===== src/rtl/array_reduce.sv =====
// rtl/array_reduce.sv - streaming sum/max/min/prefix-sum reduction over a two-port RAM
module array_reduce #(
    parameter int DATA_W = 32,
    parameter int ADDR_W = 10,
    parameter int RD_LAT = 1
) (
    input  logic              clk,
    input  logic              rst_n,
    input  logic              start,
    output logic              finish,
    output logic              busy,
    input  logic [ADDR_W-1:0] n,
    input  logic [1:0]        op,
    output logic [DATA_W-1:0] res,
    output logic              arr_clk,
    output logic              arr_read_en,
    output logic [ADDR_W-1:0] arr_read_addr,
    input  logic [DATA_W-1:0] arr_read_val,
    output logic              arr_write_en,
    output logic [ADDR_W-1:0] arr_write_addr,
    output logic [DATA_W-1:0] arr_write_val
);
    localparam int CW = ADDR_W + $clog2(RD_LAT + 1) + 1;

    typedef enum logic [1:0] {IDLE, RUN, DONE} state_t;

    state_t            r_state;
    state_t            w_state_nxt;
    logic [ADDR_W-1:0] r_n;
    logic [ADDR_W-1:0] r_rd_cnt;
    logic [1:0]        r_op;
    logic [CW-1:0]     r_cyc;
    logic [DATA_W-1:0] r_acc;
    logic [DATA_W-1:0] r_res;
    logic [RD_LAT-1:0] r_vld;
    logic [ADDR_W-1:0] r_idx [RD_LAT];
    logic [DATA_W-1:0] w_acc_nxt;
    logic [DATA_W-1:0] w_sum;
    logic [DATA_W-1:0] w_ident;
    logic              w_rd_en;
    logic              w_ret_vld;
    logic              w_last;

    assign w_rd_en   = (r_state == RUN) && (r_rd_cnt < r_n);
    assign w_ret_vld = r_vld[RD_LAT-1];
    assign w_sum     = r_acc + arr_read_val;
    // RUN lasts n+RD_LAT cycles, so n=0 still waits out the read latency
    assign w_last    = (r_state == RUN) && (r_cyc == CW'(r_n) + CW'(RD_LAT - 1));

    always_ff @(posedge clk) begin
        if (!rst_n) begin
            r_state <= IDLE;
        end else begin
            r_state <= w_state_nxt;
        end
    end

    always_comb begin
        w_state_nxt = r_state;
        case (r_state)
            IDLE:    if (start) w_state_nxt = RUN;
            RUN:     if (w_last) w_state_nxt = DONE;
            DONE:    w_state_nxt = IDLE;
            default: w_state_nxt = IDLE;
        endcase
    end

    always_comb begin
        case (op)
            2'd1:    w_ident = {1'b1, {(DATA_W-1){1'b0}}};
            2'd2:    w_ident = {1'b0, {(DATA_W-1){1'b1}}};
            default: w_ident = '0;
        endcase
    end

    always_comb begin
        w_acc_nxt = r_acc;
        if (w_ret_vld) begin
            case (r_op)
                2'd1:    if ($signed(arr_read_val) > $signed(r_acc)) w_acc_nxt = arr_read_val;
                2'd2:    if ($signed(arr_read_val) < $signed(r_acc)) w_acc_nxt = arr_read_val;
                default: w_acc_nxt = w_sum;
            endcase
        end
    end

    // Valid/index tags travel alongside the RAM read pipeline
    always_ff @(posedge clk) begin
        if (!rst_n) begin
            r_vld <= '0;
            for (int i = 0; i < RD_LAT; i++) r_idx[i] <= '0;
        end else begin
            r_vld[0] <= w_rd_en;
            r_idx[0] <= r_rd_cnt;
            for (int i = 1; i < RD_LAT; i++) begin
                r_vld[i] <= r_vld[i-1];
                r_idx[i] <= r_idx[i-1];
            end
        end
    end

    always_ff @(posedge clk) begin
        if (!rst_n) begin
            r_n      <= '0;
            r_op     <= '0;
            r_rd_cnt <= '0;
            r_cyc    <= '0;
            r_acc    <= '0;
            r_res    <= '0;
        end else begin
            case (r_state)
                IDLE: begin
                    if (start) begin
                        r_n      <= n;
                        r_op     <= op;
                        r_acc    <= w_ident;
                        r_rd_cnt <= '0;
                        r_cyc    <= '0;
                    end
                end
                RUN: begin
                    if (w_rd_en) r_rd_cnt <= r_rd_cnt + ADDR_W'(1);
                    r_cyc <= r_cyc + CW'(1);
                    r_acc <= w_acc_nxt;
                    if (w_last) r_res <= w_acc_nxt;
                end
                default: ;
            endcase
        end
    end

    assign finish         = (r_state == DONE);
    assign busy           = (r_state != IDLE);
    assign res            = r_res;
    assign arr_clk        = clk;
    assign arr_read_en    = w_rd_en;
    assign arr_read_addr  = w_rd_en ? r_rd_cnt : '0;
    assign arr_write_en   = w_ret_vld && (r_op == 2'd3);
    assign arr_write_addr = arr_write_en ? r_idx[RD_LAT-1] : '0;
    assign arr_write_val  = arr_write_en ? w_sum : '0;
endmodule

===== config.mk =====
export PLATFORM = sky130hd
export DESIGN_NAME = array_reduce
export DESIGN_NICKNAME = d
export VERILOG_FILES = /design/src/rtl/array_reduce.sv
export SDC_FILE = /design/constraint.sdc
export NUM_CORES = 1
export LEC_CHECK = 0
export BUFFER_PORTS_ARGS = -buffer_cell sky130_fd_sc_hd__buf_4
export CAP_MARGIN = 20
export CORE_UTILIZATION = 58
export DETAILED_ROUTE_END_ITERATION = 8
export PLACE_DENSITY = 0.81
export SLEW_MARGIN = 25
export SYNTH_ARGS = -nofsm -noshare
export SYNTH_HDL_FRONTEND = slang
export SYNTH_SLANG_ARGS = --single-unit
export TNS_END_PERCENT = 10

===== constraint.sdc =====
create_clock -name clk -period 3.5 [get_ports clk]
set_input_delay 0.35 -clock clk [delete_from_list [all_inputs] [get_ports clk]]
set_output_delay 0.35 -clock clk [all_outputs]
set_load 0.01 [all_outputs]

==> results.yml <==
place:
  dp_cells: 1454
  place_hpwl_um: 21000
  dp_slack_ns: -0.00244
  placed_area_mm2: 0.0101
  portBuffers: 135
  place.gp.congestion: 1.03
layout:
  fin_nets: 1411
  multi_input_area_mm2: 0.00595
  utilization_pct: 73.7
  fillCellCount: 1176
  finalInstanceArea_mm2: 0.0107
  diodes: 0
  seq_area_mm2: 0.00223
  layout-drive-gt1-share_pct: 24.2
  area_growth_pct: 24.4
  layout.cells.non_filler: 1475
sta:
  drv_slew: 0
  final_hold_viol_count: 0
  fmax_ghz: 0.258
  setup_ws_ns: -0.371
  fin_crit_sh_pct: 111
  rsz0062_at_grt: "true"
  whs_ns: 0.103
  tns_ns: -1.99
  worstMarginPinSlew_ns: 0.894
  relSlewSlack_pct: 40.3
  min_period_ns: 3.87
  finClkSkew_ns: 0.0149
  finalSetupViolations: 13
synthesis:
  synth_top_family_by_area: "compound AO/OA/AOI/OAI gates"
  synth-main-ff-cell: "dfxtp_1"
  synth.area.mux_share_pct: 1.35
  synth_area_mm2: 0.00861
  ys_ff_latch: 111
  seq_area_frac_synth_pct: 25.8
  yosysWarnings: 0
  synth.distinct_cells: 90
  yosysTopAreaCellShare_pct: 25.8
  synth_fa_ha_area_share_pct: 11.4
  synth_edf_count: 0
  netlist_instances: 1130
  netlist_top_cells_area: "dfxtp_1 (26%), ha_1 (11%), a21oi_1 (6.0%)"
  synth_xor_area_share_pct: 4.37
  synth-async-reset-ratio_pct: 0
  synthSimpleGateAreaFrac_pct: 20.6
  yosys.area.top_type: "dfxtp_1"
  synth-compound-area-share_pct: 29.3
  syn_area_per_cell_um2: 7.62
  synth_nets: 1255
floorplanning:
  fp.dieArea_mm2: 0.0153
  die_h_um: 124
  dieWidth_um: 124
  pin_count: 136
  start_util_pct: 59.2
  num_rows: 44
  coreArea_mm2: 0.0145
drt:
  wirelength_um: 28700
  drt-initial-drc-count: 1042
  drc_errors: 0
  wl_per_cell_um: 19.4
  vias_per_cell: 6.27
  routed-via-count: 9248
  ant_nets: 0
  dr.pass1.iters: 6
cts:
  clk_pin_slew_ns: 0.08
  cts_tree: "yes"
  insertion_delay_ns: 0.49
global_routing:
  grt-ovfl-total: 0
  antenna_found_initial: 0
  grt.total_usage_pct: 38.3
  grt_max_degree: 36
  grt_pass1_wl_um: 44600
  grt_pass1_vias: 8730
power:
  ir_drop_mv: 0.270
  total_power_mw: 4.05
  power_density_mw_per_mm2: 378
  leakagePower_nw: 4.70
worst_setup_path:
  crit_required_ns: 3.15
  worstSetupStartpointType: "flip-flop"
  cp_slowest_stage_delay_ns: 0.44
  crit_top_cell: "buf_4"
  timing.rr.end: "r_acc[28]$_SDFFE_PN0P_"
  arrival_ns: 3.52
  critPathMaxFanout: 4
  crit_type: "reg -> out"
  crit_chain: "ha_1 > inv_1 > fa_2 > o21ba_1 > or4_4 > a21oi_4 > a211oi_4 > o21ai_2 > buf_4 > a41oi_4 > o31ai_4 > xor2_1 > nor2_1 > buf_4"
  cp-end-kind: "primary output"
  reg2reg_depth: 14
  worstReg2RegStart: "r_acc[0]$_SDFFE_PN0P_"
  cp_slowest_cell: "or4_4"
  r2r_slack_ns: 0.13
hold_path:
  hold_depth: 3
  hold_class: "in -> reg"
  hp-start: "n[7]"
  hold-path-endpoint: "r_n[7]$_SDFFE_PN0P_"
status:
  violations: "negative setup slack"
  status: "finished, violations left"
run:
  drv_cap: 0
[cells in the final DEF, fill, tap and decap left out, types with 5 or more instances in the layout]
cell type  Yosys  routed
nand3_1       37      36
nor2b_1        7       7
o21a_1        13      13
o221ai_1       6       5
clkbuf_16      0      12
nor4_1         7       6
dfxtp_1      111     103
or2_2          6       6
inv_1         82      81
and3_1        20      20
a31o_2         7       7
a211oi_1      11      11
nand2b_1      12      12
nand2_1      103     103
and2_1        27      26
a21oi_1      104     103
nor2_1       112     111
o21bai_1       5       5
ha_1          77      70
nand4_1        9       9
a21o_1        17      17
xnor2_1       29      26
mux2i_1        9       9
o221a_2        5       5
nor3_1        16      16
a221oi_1      15      14
a31oi_1       22      21
o32ai_1        7       7
xor2_1        14      14
o211ai_1       5       5
a311oi_1       5       5
o21ai_0       55      54
o22ai_1       15      15
dfxtp_2        0       8
buf_4          3     210
[worst max path at each step]
stage	start	end	slack (ns)	cells after the start
after floorplan	r_acc[0]$_SDFFE_PN0P_	arr_write_val[30]	0.26	12
after global placement	arr_read_val[0]	arr_write_val[24]	0.01	15
after detailed placement	arr_read_val[0]	arr_write_val[24]	-0.002	15
after CTS	r_acc[0]$_SDFFE_PN0P_	arr_write_val[24]	-0.33	14
after global routing	r_acc[0]$_SDFFE_PN0P_	arr_write_val[28]	-0.54	14
final	r_acc[0]$_SDFFE_PN0P_	arr_write_val[28]	-0.37	14
[what timing repair did]
action | 4_1_cts | 5_1_grt
pin swaps | 6 | 14
endpoints found under the hold margin | 0 | 0
buffers inserted | 0 | 2
setup endpoints to repair | 17 | 27
hold buffers | 0 | 0
gates resized for setup | 23 | 19
[flip-flops by register name, indices dropped and copies added, names as in the netlist, 2 cells and up]
signal and flops:
r_op 2, res 32, r_state 2, r_cyc 12, r_n 10, r_rd_cnt 10
r_acc 32, r_idx 10
[layout make-up]
| class | count | share of cell area (%) |
|---|---|---|
| clock buffers | 13 | 2.87 |
| clock inverters | 7 | 0.666 |
| inverters | 83 | 2.91 |
| multi-input cells | 866 | 55.6 |
| flip-flops and latches | 111 | 20.8 |
| well taps | 184 | 2.15 |
| repair buffers | 211 | 15.0 |
[cells by family after synthesis]
| group | after synthesis |
|---|---|
| AO/OA/AOI/OAI | 360 |
| AND/OR/NAND/NOR | 374 |
| buffers and inverters | 153 |
| flip-flops | 111 |
| XOR/XNOR | 43 |
| multiplexers | 11 |
| adder cells (fa/ha/maj) | 78 |
[per-layer routing]
| layer | track usage (%) | part of all wire, % |
|---|---|---|
| met1 | 48.8 | 42 |
| met2 | 62.0 | 47 |
| met3 | 7.78 | 8.6 |
| met4 | 17.5 | 3.0 |
| met5 | 0 | 0 |
[worst max-delay path, delay by kind of cell (launching register included)]
kind	cells	cell delay (ns)
AOI/OAI and AO/OA	6	1.19
xor gates and xnor gates	1	0.16
adders and majority gates	2	0.51
buffers and inverters	3	0.36
DFF	1	0.34
and+or+nand+nor	2	0.49
[cells in the mapped netlist, types with 7 or more instances]
master,count
nand4_1,9
dfxtp_1,111
a211oi_1,11
buf_2,10
o21a_1,13
xor2_1,14
nand2b_1,12
a221oi_1,15
a21o_1,17
o22ai_1,15
nor3_1,16
xnor2_1,29
nand2_1,103
clkbuf_1,51
nor2b_1,7
nor2_1,112
and3_1,20
mux2i_1,9
o32ai_1,7
a31oi_1,22
a21oi_1,104
inv_1,82
nor4_1,7
ha_1,77
and2_1,27
a31o_2,7
o21ai_0,55
nand3_1,37
[power by group]
group,internal [mW],switching [mW],total [mW]
combinational,0.547,0.817,1.36
clock,0.667,0.605,1.27
sequential,1.34,0.0746,1.41
total,2.55,1.50,4.05
No activity file was read; power rests on OpenSTA's default activity.
